[config.mk]
export PLATFORM = sky130hd
export DESIGN_NAME = control_unit
export DESIGN_NICKNAME = d
export VERILOG_FILES = /design/src/rtl/cpu_pkg.sv /design/src/rtl/cu_strobe_decode.sv /design/src/rtl/control_unit.sv
export SDC_FILE = /design/constraint.sdc
export NUM_CORES = 1
export LEC_CHECK = 0
export BUFFER_PORTS_ARGS = -buffer_cell sky130_fd_sc_hd__buf_4
export CAP_MARGIN = 15
export CORE_ASPECT_RATIO = 1.75
export CORE_MARGIN = 5
export CORE_UTILIZATION = 23
export DETAILED_ROUTE_END_ITERATION = 6
export GPL_TIMING_DRIVEN = 0
export PLACE_DENSITY = 0.47
export SLEW_MARGIN = 20
export SYNTH_ARGS = -nofsm -noshare
export SYNTH_HDL_FRONTEND = slang
export SYNTH_SLANG_ARGS = --single-unit
[constraint.sdc]
create_clock -name clk -period 2.7 [get_ports clk]
set_input_delay 0.54 -clock clk [delete_from_list [all_inputs] [get_ports clk]]
set_output_delay 0.54 -clock clk [all_outputs]
set_load 0.005 [all_outputs]
[src/rtl/cpu_pkg.sv]
// Shared definitions for the hardwired control unit: instruction fields,
// opcodes, FSM state codes, the strobe bundle and opcode classification.
package cpu_pkg;

    localparam int OPW     = 5;   // opcode width
    localparam int STW     = 5;   // state register width
    localparam int IR_W    = 32;  // instruction register width
    localparam int OPC_MSB = 31;  // opcode field position inside ir
    localparam int OPC_LSB = 27;

    localparam logic [OPW-1:0] OP_LD   = 5'b00000;
    localparam logic [OPW-1:0] OP_LDI  = 5'b00001;
    localparam logic [OPW-1:0] OP_ST   = 5'b00010;
    localparam logic [OPW-1:0] OP_ADD  = 5'b00011;
    localparam logic [OPW-1:0] OP_SUB  = 5'b00100;
    localparam logic [OPW-1:0] OP_SHR  = 5'b00101;
    localparam logic [OPW-1:0] OP_SHL  = 5'b00110;
    localparam logic [OPW-1:0] OP_ROR  = 5'b00111;
    localparam logic [OPW-1:0] OP_ROL  = 5'b01000;
    localparam logic [OPW-1:0] OP_AND  = 5'b01001;
    localparam logic [OPW-1:0] OP_OR   = 5'b01010;
    localparam logic [OPW-1:0] OP_ADDI = 5'b01011;
    localparam logic [OPW-1:0] OP_ANDI = 5'b01100;
    localparam logic [OPW-1:0] OP_ORI  = 5'b01101;
    localparam logic [OPW-1:0] OP_MUL  = 5'b01110;
    localparam logic [OPW-1:0] OP_DIV  = 5'b01111;
    localparam logic [OPW-1:0] OP_NEG  = 5'b10000;
    localparam logic [OPW-1:0] OP_NOT  = 5'b10001;
    localparam logic [OPW-1:0] OP_BR   = 5'b10010;
    localparam logic [OPW-1:0] OP_JR   = 5'b10011;
    localparam logic [OPW-1:0] OP_JAL  = 5'b10100;
    localparam logic [OPW-1:0] OP_IN   = 5'b10101;
    localparam logic [OPW-1:0] OP_OUT  = 5'b10110;
    localparam logic [OPW-1:0] OP_MFHI = 5'b10111;
    localparam logic [OPW-1:0] OP_MFLO = 5'b11000;
    localparam logic [OPW-1:0] OP_NOP  = 5'b11001;
    localparam logic [OPW-1:0] OP_HALT = 5'b11010;

    typedef enum logic [STW-1:0] {
        S_RESET = 5'd0,
        S_T0    = 5'd1,
        S_T1    = 5'd2,
        S_T2    = 5'd3,
        S_T3    = 5'd4,
        S_T4    = 5'd5,
        S_T5    = 5'd6,
        S_T6    = 5'd7,
        S_T7    = 5'd8,
        S_HALT  = 5'd9
    } state_t;

    // Instructions that share an identical T-step sequence.
    typedef enum logic [3:0] {
        CL_LD, CL_LDI, CL_ST, CL_ALU_R, CL_ALU_I, CL_UNARY, CL_MULDIV, CL_BR,
        CL_JR, CL_JAL, CL_IN, CL_OUT, CL_MFHI, CL_MFLO, CL_NOP, CL_HALT
    } op_class_t;

    // Every datapath strobe driven by the control unit.
    typedef struct packed {
        logic pc_out;
        logic zlo_out;
        logic zhi_out;
        logic hi_out;
        logic lo_out;
        logic mdr_out;
        logic inport_out;
        logic c_sign_extended_out;
        logic ba_out;
        logic pc_enable;
        logic pc_increment;
        logic mar_enable;
        logic mdr_enable;
        logic ir_enable;
        logic y_enable;
        logic z_enable;
        logic lo_enable;
        logic hi_enable;
        logic r_in;
        logic r_out;
        logic gra;
        logic grb;
        logic grc;
        logic r15_select;
        logic read;
        logic ram_write;
        logic con_enable;
        logic outport_enable;
    } strobes_t;

    // Map an opcode to its sequencing class; undefined opcodes behave as nop.
    function automatic op_class_t classify(input logic [OPW-1:0] opc);
        case (opc)
            OP_LD:                                  return CL_LD;
            OP_LDI:                                 return CL_LDI;
            OP_ST:                                  return CL_ST;
            OP_ADD, OP_SUB, OP_SHR, OP_SHL,
            OP_ROR, OP_ROL, OP_AND, OP_OR:          return CL_ALU_R;
            OP_ADDI, OP_ANDI, OP_ORI:               return CL_ALU_I;
            OP_NEG, OP_NOT:                         return CL_UNARY;
            OP_MUL, OP_DIV:                         return CL_MULDIV;
            OP_BR:                                  return CL_BR;
            OP_JR:                                  return CL_JR;
            OP_JAL:                                 return CL_JAL;
            OP_IN:                                  return CL_IN;
            OP_OUT:                                 return CL_OUT;
            OP_MFHI:                                return CL_MFHI;
            OP_MFLO:                                return CL_MFLO;
            OP_HALT:                                return CL_HALT;
            default:                                return CL_NOP;
        endcase
    endfunction

    // Final T-step of each instruction class.
    function automatic state_t last_step(input op_class_t cls);
        case (cls)
            CL_LD, CL_ST:                           return S_T7;
            CL_LDI, CL_ALU_R, CL_ALU_I:             return S_T5;
            CL_MULDIV, CL_BR:                       return S_T6;
            CL_UNARY, CL_JAL:                       return S_T4;
            CL_JR, CL_IN, CL_OUT, CL_MFHI, CL_MFLO: return S_T3;
            default:                                return S_T2;
        endcase
    endfunction

    // Advance one T-step.
    function automatic state_t step_after(input state_t s);
        return state_t'(s + {{(STW-1){1'b0}}, 1'b1});
    endfunction

endpackage

[src/rtl/cu_strobe_decode.sv]
// Combinational decode of FSM state plus current opcode into the datapath
// strobe bundle, ALU operation select and run flag.
import cpu_pkg::*;

module cu_strobe_decode (
    input  state_t         state,
    input  logic [OPW-1:0] opcode,
    input  logic           con_ff,
    output strobes_t       strb,
    output logic [OPW-1:0] alu_op,
    output logic           run
);

    op_class_t cls;

    assign cls = classify(opcode);
    assign run = (state >= S_T0) && (state <= S_T7);

    // Strobes per T-step; alu_op follows the opcode only on the step that loads Z with the result.
    always_comb begin
        // NOTE: every output gets a default first so no path through the case leaves one unassigned (no latch).
        strb   = '0;
        alu_op = OP_ADD;
        case (state)
            S_RESET, S_HALT: alu_op = '0;
            S_T0: begin
                strb.pc_out       = 1'b1;
                strb.mar_enable   = 1'b1;
                strb.pc_increment = 1'b1;
                strb.z_enable     = 1'b1;
            end
            S_T1: begin
                strb.zlo_out    = 1'b1;
                strb.pc_enable  = 1'b1;
                strb.read       = 1'b1;
                strb.mdr_enable = 1'b1;
            end
            S_T2: begin
                strb.mdr_out   = 1'b1;
                strb.ir_enable = 1'b1;
            end
            S_T3: begin
                case (cls)
                    CL_LD, CL_LDI, CL_ST: begin
                        strb.grb = 1'b1; strb.ba_out = 1'b1; strb.y_enable = 1'b1;
                    end
                    CL_ALU_R, CL_ALU_I: begin
                        strb.grb = 1'b1; strb.r_out = 1'b1; strb.y_enable = 1'b1;
                    end
                    CL_UNARY: begin
                        strb.grb = 1'b1; strb.r_out = 1'b1; strb.z_enable = 1'b1;
                        alu_op = opcode;
                    end
                    CL_MULDIV: begin
                        strb.gra = 1'b1; strb.r_out = 1'b1; strb.y_enable = 1'b1;
                    end
                    CL_BR: begin
                        strb.gra = 1'b1; strb.r_out = 1'b1; strb.con_enable = 1'b1;
                    end
                    CL_JR: begin
                        strb.gra = 1'b1; strb.r_out = 1'b1; strb.pc_enable = 1'b1;
                    end
                    CL_JAL: begin
                        strb.pc_out = 1'b1; strb.r15_select = 1'b1; strb.r_in = 1'b1;
                    end
                    CL_IN: begin
                        strb.inport_out = 1'b1; strb.gra = 1'b1; strb.r_in = 1'b1;
                    end
                    CL_OUT: begin
                        strb.gra = 1'b1; strb.r_out = 1'b1; strb.outport_enable = 1'b1;
                    end
                    CL_MFHI: begin
                        strb.hi_out = 1'b1; strb.gra = 1'b1; strb.r_in = 1'b1;
                    end
                    CL_MFLO: begin
                        strb.lo_out = 1'b1; strb.gra = 1'b1; strb.r_in = 1'b1;
                    end
                    default: ;
                endcase
            end
            S_T4: begin
                case (cls)
                    CL_LD, CL_LDI, CL_ST: begin
                        strb.c_sign_extended_out = 1'b1; strb.z_enable = 1'b1;
                    end
                    CL_ALU_R: begin
                        strb.grc = 1'b1; strb.r_out = 1'b1; strb.z_enable = 1'b1;
                        alu_op = opcode;
                    end
                    CL_ALU_I: begin
                        strb.c_sign_extended_out = 1'b1; strb.z_enable = 1'b1;
                        alu_op = opcode;
                    end
                    CL_UNARY: begin
                        strb.zlo_out = 1'b1; strb.gra = 1'b1; strb.r_in = 1'b1;
                    end
                    CL_MULDIV: begin
                        strb.grb = 1'b1; strb.r_out = 1'b1; strb.z_enable = 1'b1;
                        alu_op = opcode;
                    end
                    CL_BR: begin
                        strb.pc_out = 1'b1; strb.y_enable = 1'b1;
                    end
                    CL_JAL: begin
                        strb.gra = 1'b1; strb.r_out = 1'b1; strb.pc_enable = 1'b1;
                    end
                    default: ;
                endcase
            end
            S_T5: begin
                case (cls)
                    CL_LDI, CL_ALU_R, CL_ALU_I: begin
                        strb.zlo_out = 1'b1; strb.gra = 1'b1; strb.r_in = 1'b1;
                    end
                    CL_LD, CL_ST: begin
                        strb.zlo_out = 1'b1; strb.mar_enable = 1'b1;
                    end
                    CL_MULDIV: begin
                        strb.zlo_out = 1'b1; strb.lo_enable = 1'b1;
                    end
                    CL_BR: begin
                        strb.c_sign_extended_out = 1'b1; strb.z_enable = 1'b1;
                    end
                    default: ;
                endcase
            end
            S_T6: begin
                case (cls)
                    CL_LD: begin
                        strb.read = 1'b1; strb.mdr_enable = 1'b1;
                    end
                    CL_ST: begin
                        strb.gra = 1'b1; strb.r_out = 1'b1; strb.mdr_enable = 1'b1;
                    end
                    CL_MULDIV: begin
                        strb.zhi_out = 1'b1; strb.hi_enable = 1'b1;
                    end
                    CL_BR: begin
                        // Branch is taken only when the condition flop is set during this step.
                        strb.zlo_out   = 1'b1;
                        strb.pc_enable = con_ff;
                    end
                    default: ;
                endcase
            end
            S_T7: begin
                case (cls)
                    CL_LD: begin
                        strb.mdr_out = 1'b1; strb.gra = 1'b1; strb.r_in = 1'b1;
                    end
                    CL_ST: strb.ram_write = 1'b1;
                    default: ;
                endcase
            end
            default: alu_op = '0;
        endcase
    end

endmodule

[src/rtl/control_unit.sv]
// Hardwired control unit: state register and next-state sequencing.
// Strobe generation lives in cu_strobe_decode.
import cpu_pkg::*;

module control_unit (
    input  logic             clk,
    input  logic             clr,
    input  logic [IR_W-1:0]  ir,
    input  logic             con_ff,
    input  logic             stop,
    output logic             run,
    output logic [OPW-1:0]   alu_op,
    output logic             pc_out,
    output logic             zlo_out,
    output logic             zhi_out,
    output logic             hi_out,
    output logic             lo_out,
    output logic             mdr_out,
    output logic             inport_out,
    output logic             c_sign_extended_out,
    output logic             ba_out,
    output logic             pc_enable,
    output logic             pc_increment,
    output logic             mar_enable,
    output logic             mdr_enable,
    output logic             ir_enable,
    output logic             y_enable,
    output logic             z_enable,
    output logic             lo_enable,
    output logic             hi_enable,
    output logic             r_in,
    output logic             r_out,
    output logic             gra,
    output logic             grb,
    output logic             grc,
    output logic             r15_select,
    output logic             read,
    output logic             ram_write,
    output logic             con_enable,
    output logic             outport_enable
);

    state_t         state;
    state_t         next_state;
    logic [OPW-1:0] opcode;
    op_class_t      cls;
    strobes_t       strb;

    // Register operand fields are consumed by the datapath, not here.
    logic           unused_ir_fields;

    assign opcode           = ir[OPC_MSB:OPC_LSB];
    assign cls              = classify(opcode);
    assign unused_ir_fields = ^ir[OPC_LSB-1:0];

    // State register with synchronous clear; clr aborts any instruction in flight.
    always_ff @(posedge clk) begin
        // NOTE: non-blocking so the register samples the pre-edge next_state like every other flop.
        if (clr) state <= S_RESET;
        else     state <= next_state;
    end

    // Next-state sequencing: fetch, then the class-specific steps, then T0 or HALT.
    always_comb begin
        next_state = state;
        case (state)
            S_RESET: next_state = S_T0;
            S_T0:    next_state = S_T1;
            S_T1:    next_state = S_T2;
            S_T2, S_T3, S_T4, S_T5, S_T6, S_T7: begin
                if (state == S_T2 && cls == CL_HALT)
                    next_state = S_HALT;
                else if (state == last_step(cls))
                    next_state = stop ? S_HALT : S_T0;
                else
                    next_state = step_after(state);
            end
            S_HALT:  next_state = S_HALT;
            default: next_state = S_RESET;
        endcase
    end

    cu_strobe_decode u_decode (
        .state  (state),
        .opcode (opcode),
        .con_ff (con_ff),
        .strb   (strb),
        .alu_op (alu_op),
        .run    (run)
    );

    assign pc_out              = strb.pc_out;
    assign zlo_out             = strb.zlo_out;
    assign zhi_out             = strb.zhi_out;
    assign hi_out              = strb.hi_out;
    assign lo_out              = strb.lo_out;
    assign mdr_out             = strb.mdr_out;
    assign inport_out          = strb.inport_out;
    assign c_sign_extended_out = strb.c_sign_extended_out;
    assign ba_out              = strb.ba_out;
    assign pc_enable           = strb.pc_enable;
    assign pc_increment        = strb.pc_increment;
    assign mar_enable          = strb.mar_enable;
    assign mdr_enable          = strb.mdr_enable;
    assign ir_enable           = strb.ir_enable;
    assign y_enable            = strb.y_enable;
    assign z_enable            = strb.z_enable;
    assign lo_enable           = strb.lo_enable;
    assign hi_enable           = strb.hi_enable;
    assign r_in                = strb.r_in;
    assign r_out               = strb.r_out;
    assign gra                 = strb.gra;
    assign grb                 = strb.grb;
    assign grc                 = strb.grc;
    assign r15_select          = strb.r15_select;
    assign read                = strb.read;
    assign ram_write           = strb.ram_write;
    assign con_enable          = strb.con_enable;
    assign outport_enable      = strb.outport_enable;

endmodule

* After elaboration in Yosys (flattened, before gate mapping)
Memories as Yosys holds them, arrays and structs flattened.
Cells that the tools add are included.
** Storage, ports and cells
- Input port bits :: 36
- Logic and storage cells :: 108
- Output and inout port bits :: 34
- Register bits after elaboration :: 5
- Bits in read-only memories :: 320
- Memories kept :: 3
** Memories
- (name not given) :: words 32, width 4, read ports 1, clocked after Yosys merged registers in 0, wr ports 0, line cpu_pkg.sv:92 : case (opc)
- (name not given) :: words 32, width 4, read ports 1, clocked after Yosys merged registers in 0, wr ports 0, line cpu_pkg.sv:92
- (name not given) :: words 16, width 4, read ports 1, clocked after Yosys merged registers in 0, wr ports 0, line cpu_pkg.sv:115 : case (cls)
** Cells by class
- Muxes and demuxes :: 59
- Reductions and logical operators :: 18
- $add $sub $neg :: 1
- Equal/unequal tests :: 24
- Magnitude comparators :: 2
** Operators with widths (number)
- $mux W1 :: 33
- $mux W5 :: 6
- $eq A4 B4 Y1 const B :: 7
- $pmux W5 S5 :: 1
- $reduce_or A6 Y1 :: 4
- $eq A5 B3 Y1 const B :: 4
- $eq A4 B3 Y1 const B :: 4
- $pmux W1 S4 :: 4
- $pmux W5 S3 :: 1
- $pmux W1 S2 :: 7
- $reduce_or A7 Y1 :: 2
- $reduce_or A3 Y1 :: 4
- $eq A5 B2 Y1 const B :: 2
- $eq A5 B4 Y1 const B :: 2
- $eq A4 B2 Y1 const B :: 2
- $reduce_or A4 Y1 :: 2
- $mux W2 :: 3
- $pmux W1 S3 :: 2
- $add A5 B1 Y5 const B :: 1
- $eq A5 B1 Y1 const B :: 1
- $eq A5 B5 Y1 :: 1
- $ge A5 B1 Y1 const B :: 1
- $le A5 B4 Y1 const B :: 1
- $logic_not A5 Y1 :: 1
- other kinds (6) :: 8

* Longest topological paths before layout
An unclocked memory read counts as a cell.
- Word-level depth :: 9
- Mapped depth :: 11
- Gate-level depth less buffers :: 9

* By module
A second synthesis with hierarchy kept.
** Second synthesis, totals
- Cells, all modules :: 254
- Area, all modules :: 1727.9 um^2
** By module, submodules not included
- cu_strobe_decode :: seq. area each 0.0 um^2, cells an instance 159, area an instance 959.7 um^2, instances 1
- control_unit :: seq. area each 100.1 um^2, cells an instance 95, area an instance 768.2 um^2, instances 1

* Worst setup path before layout
Ideal clock, no wire load.
- Path type :: input port to output port
- From :: input ir[27]
- To :: output alu_op[0]
- Cell stages on the path :: 9
- Buffers on the path :: 1
- Arrival :: 2328 ps
- Setup slack :: -168 ps
- Data required time :: 2160 ps
- Cells stage by stage :: inv_1 > ha_1 > mux2_2 > o211ai_4 > o31ai_2 > buf_2 > o311ai_0 > o211ai_1 > a21o_1
** Between the ends
- Cells in the longest elaborated chain, start to end :: 5
- Elaborated cells between the ends (all ways) :: 9
- Those cells by class :: eq/ne: 4; mux: 3; reduce/logical: 1; memory: 1
** RTL lines
- from (decl) :: line control_unit.sv:8 : input logic [IR_W-1:0] ir,
- $mem_v2 Z32 W4
- $eq A4 B2 Y1 or $eq A4 B3 Y1 (tied branches) :: line cu_strobe_decode.sv:82 : case (cls)
- $reduce_or A3 Y1 (no source line)
- $mux W5 :: line cu_strobe_decode.sv:82
- $pmux W5 S3 * :: line cu_strobe_decode.sv:24 : case (state)
- to (decl) :: line control_unit.sv:12 : output logic [OPW-1:0] alu_op,
Mark *: on every way between the ends. The rest lies on a longest branch, timed or not.

* Worst setup path in the final report
- From :: input ir[27]
- To :: output gra
** Between the ends
- Cells in the longest elaborated chain, start to end :: 5
- Elaborated cells between the ends (all ways) :: 24
- Those cells by class :: eq/ne: 13; mux: 6; reduce/logical: 4; memory: 1
** RTL lines
- $mem_v2 Z32 W4 *
- $eq A4 B4 Y1, or another cell as far along :: line cu_strobe_decode.sv:43 : case (cls)
- $reduce_or A7 Y1 (no source line), or another cell as far along
- $mux W1, on equally long branches :: line cu_strobe_decode.sv:43, cu_strobe_decode.sv:82, cu_strobe_decode.sv:111
- $pmux W1 S5 * :: line cu_strobe_decode.sv:24
- to (decl) :: line control_unit.sv:33 : output logic gra,
Marks and branches as above.

==> out/qor.txt <==
Tcrit/Tclk final -> 1.08
Unrepaired setup endpoints after global routing -> yes
Library cell with the largest summed area after synthesis -> sky130_fd_sc_hd__ha_1
Count of max-cap constraint violations -> 0
Type of the worst setup path -> input pin to output pin
Run status -> finished with violations
Yosys top cell area share -> 0.0779
Layout Nets -> 323
Flip-flop count of the largest register after layout -> 5
Leakage power figure -> 1.05 nW
Top Family by Delay on Critical Path -> compound AO/OA/AOI/OAI gates
Worst slack after detailed placement -> -567 ps
Crit. End Element -> output pin
Post-layout utilization of the core -> 0.402
Count of non-filler cells in the finished layout -> 357
CTS Buffer Depth -> 2
YS warnings -> 0
TritonCTS clock tree -> yes
Tot GR Track Use -> 0.134
ANT nets after route -> 0
Share of layout cells above drive strength 1 -> 0.487
Launching element of the worst setup path -> ir[27]
Port Buffers -> 40
Final Wtd Congestion -> 0.830
Setup clock skew after layout -> 1.04 ps
Pin count of the biggest net entering global routing -> 11
DRC violation total after the first TritonRoute iteration -> 84
Internal reg-to-reg setup slack -> 410 ps
Hold-fix buffers at CTS -> 0
Later-pin clock latency in the skew report -> 220 ps
Final worst-path setup slack -> -221 ps
Max Freq -> 342 MHz
Wirelength per Cell -> 15.8 um
Element type at the critical path start -> input pin
Cts bufs inserted -> 3
Number of cells on the critical path -> 12
Clock transition at the registers of the reported paths -> 30 ps
Slowest cell on the critical path -> sky130_fd_sc_hd__mux2_4
Startpoint of the worst register-to-register path -> state[1]$_SDFF_PP0_
Maximum resistive drop on vdd -> 0.109 mV
Worst reg2reg path depth -> 6
HP Class -> input pin to flop
Cells traversed along the worst timing path -> buf_12 > inv_8 > ha_4 > mux2_4 > o211ai_4 > o31ai_4 > buf_6 > o21ai_2 > nand2_1 > a32oi_2 > o211ai_1 > buf_4
Power density over the cells -> 217 mW/mm^2
Critical Path Max Stage Delay -> 260 ps
Count of filler cells inserted in the layout -> 648
Area of the die -> 0.00803 mm^2
Final Max Tran Viols -> 0
Number of library cell types mapped by synthesis -> 62
Remaining DRCs -> 0
Number of primary I/O pins -> 70
Effective utilization at floorplan -> 0.234
Main flop type after synthesis -> sky130_fd_sc_hd__dfxtp_1
Die Y -> 115 um
Antenna diodes -> 0
WP data required -> 2160 ps
Hold_ws -> 515 ps
Final worst path period need -> 2920 ps
Placed wire-length estimate -> 4.35 mm
Top cells by area in the synthesized netlist -> sky130_fd_sc_hd__ha_1 (7.8%), sky130_fd_sc_hd__dfxtp_1 (6.9%), sky130_fd_sc_hd__nor2_1 (6.5%)
Std cell rows -> 38
Number of clock sinks seen by CTS -> 5
Via count of the first global-routing pass -> 1809
Grt ovf -> 0
First-pass iteration count of the detailed router -> 4
Violated checks -> negative setup slack
First-pass GRT wire length -> 9.03 mm
Setup violators final -> 24
Post-synth design cell area -> 0.00145 mm^2
Final hold violation count -> 0
Floorplan die width -> 69.9 um
Cell Count Post-Placement -> 331
Master cell of the clock root buffer -> sky130_fd_sc_hd__clkbuf_8
Area overhead of the layout relative to synthesis -> 71.9%
Routed via count -> 1818
Initial antenna violation count -> 0
H-Tree Level Count -> 1
Async set-or-reset flop fraction in the synthesized netlist -> 0
Flop and latch count out of synthesis -> 5
Capture point of the critical path -> gra
Data arrival time of the critical path -> 2380 ps
Core Area -> 0.00618 mm^2
Mean cell area of the mapped netlist -> 6.85 um^2
Least-Margin Pin Slew -> 671 ps
DRT Wirelength -> 5.64 mm
Synth Instances -> 211
Worst reg2reg endpoint -> state[3]$_SDFF_PP0_
Synth Net Count -> 256
Post-DR vias/cell -> 5.09
Tightest slew margin relative to the limit -> 0.549
Top flop regs -> state x5
Sequential area share after synthesis -> 0.0693
Number of flops mapped to enable cells by yosys -> 0
Crit path buffers/inverters -> 4
Critical Path Fanout Max -> 9
Top reg by flops -> state
[worst min-delay path by stage]
stage	end	from	cells past startpoint
3_3_place_gp	state[3]$_SDFF_PP0_	state[0]$_SDFF_PP0_	3
5_1_grt	state[0]$_SDFF_PP0_	clr	2
6_report	state[0]$_SDFF_PP0_	clr	2
3_5_place_dp	state[3]$_SDFF_PP0_	state[0]$_SDFF_PP0_	3
2_1_floorplan	state[0]$_SDFF_PP0_	clr	1
4_1_cts	state[0]$_SDFF_PP0_	clr	2
[synth_stat cells (all sizes together) (7+ instances only)]
library cell and instances:
nand2 19, ha 9, o21ai 11, a21o 7
nor3 7, clkbuf 9, nand3 11, nor2 25
inv 10, buf 7
[per-layer routing]
| layer | wire length [um] | vias to the layer above | share of wire | global-route usage |
|---|---|---|---|---|
| met2 | 3200 | 42 | 0.57 | 0.265 |
| met1 | 2170 | 862 | 0.39 | 0.148 |
| li1 | - | 910 | - | - |
| met5 | 0 | - | 0 | 0 |
| met4 | 68 | 0 | 0.012 | 0.0384 |
| met3 | 200 | 4 | 0.035 | 0.0149 |
[worst register-to-register path, stage by stage (launching register included)]
cell and delay [ps]:
sky130_fd_sc_hd__dfxtp_1 510, sky130_fd_sc_hd__ha_1 300, sky130_fd_sc_hd__nor4b_2 410, sky130_fd_sc_hd__nand4_1 270
sky130_fd_sc_hd__and3_1 240, sky130_fd_sc_hd__a221o_1 330, sky130_fd_sc_hd__nor3b_2 150
[area by class of cell]
class / count / area, um^2 / area share
plain buffers: 15 / 129 / 0.0519
clock buffers: 4 / 45.0 / 0.0181
inverters: 10 / 50.0 / 0.0201
multi-input cells: 180 / 1530 / 0.615
flip-flops and latches: 5 / 101 / 0.0408
well taps: 80 / 100 / 0.0403
repair buffers: 63 / 531 / 0.213
[what timing repair did]
item,4_1_cts,5_1_grt
pin swaps,11,12
endpoints found under the setup margin,29,29
gates cloned,0,1
resized for setup,54,38
buffers inserted,10,12
[report_power, final]
part / total, mW / internal [mW] / switching (mW)
Clock: 0.136 / 0.101 / 0.0347
Combinational: 0.323 / 0.155 / 0.168
Sequential: 0.0812 / 0.0772 / 0.00405
Total: 0.540 / 0.333 / 0.207
[cells in the final DEF, fill, tap and decap left out, types with 5 or more instances in the layout]
cell type,synthesis,final
sky130_fd_sc_hd__a21o_1,7,7
sky130_fd_sc_hd__and3_1,5,5
sky130_fd_sc_hd__buf_4,2,58
sky130_fd_sc_hd__buf_6,3,8
sky130_fd_sc_hd__ha_1,9,6
sky130_fd_sc_hd__inv_1,10,7
sky130_fd_sc_hd__nand2_1,19,17
sky130_fd_sc_hd__nand2b_1,6,5
sky130_fd_sc_hd__nand3_1,11,10
sky130_fd_sc_hd__nor2_1,25,20
[stage by stage]
stage | TNS [ps] | power (mW) | cell area [um^2]
after global placement | -11910 | 0.288 | 1880
after floorplan | 0 | 0.227 | 1480
after CTS | -1940 | 0.487 | 2200
after global routing | -5480 | 0.578 | 2480
final | -2950 | 0.540 | 2480
after detailed placement | -11710 | 0.288 | 1880
[cells by family (layout without fill, tap and decap cells)]
kind of cell             count (synthesis)  after routing  share of synthesized area
AO/OA/AOI/OAI                           61             61                      0.329
adder cells (fa/ha/maj)                  9              9                     0.0779
XOR/XNOR                                 4              4                     0.0242
AND/OR/NAND/NOR                        100            100                      0.371
flip-flops                               5              5                     0.0693
other                                    1              1                    0.00259
multiplexers                             5              5                     0.0364
buffers and inverters                   26             92                     0.0892
Note: power is estimated with default switching activity, not from simulation.
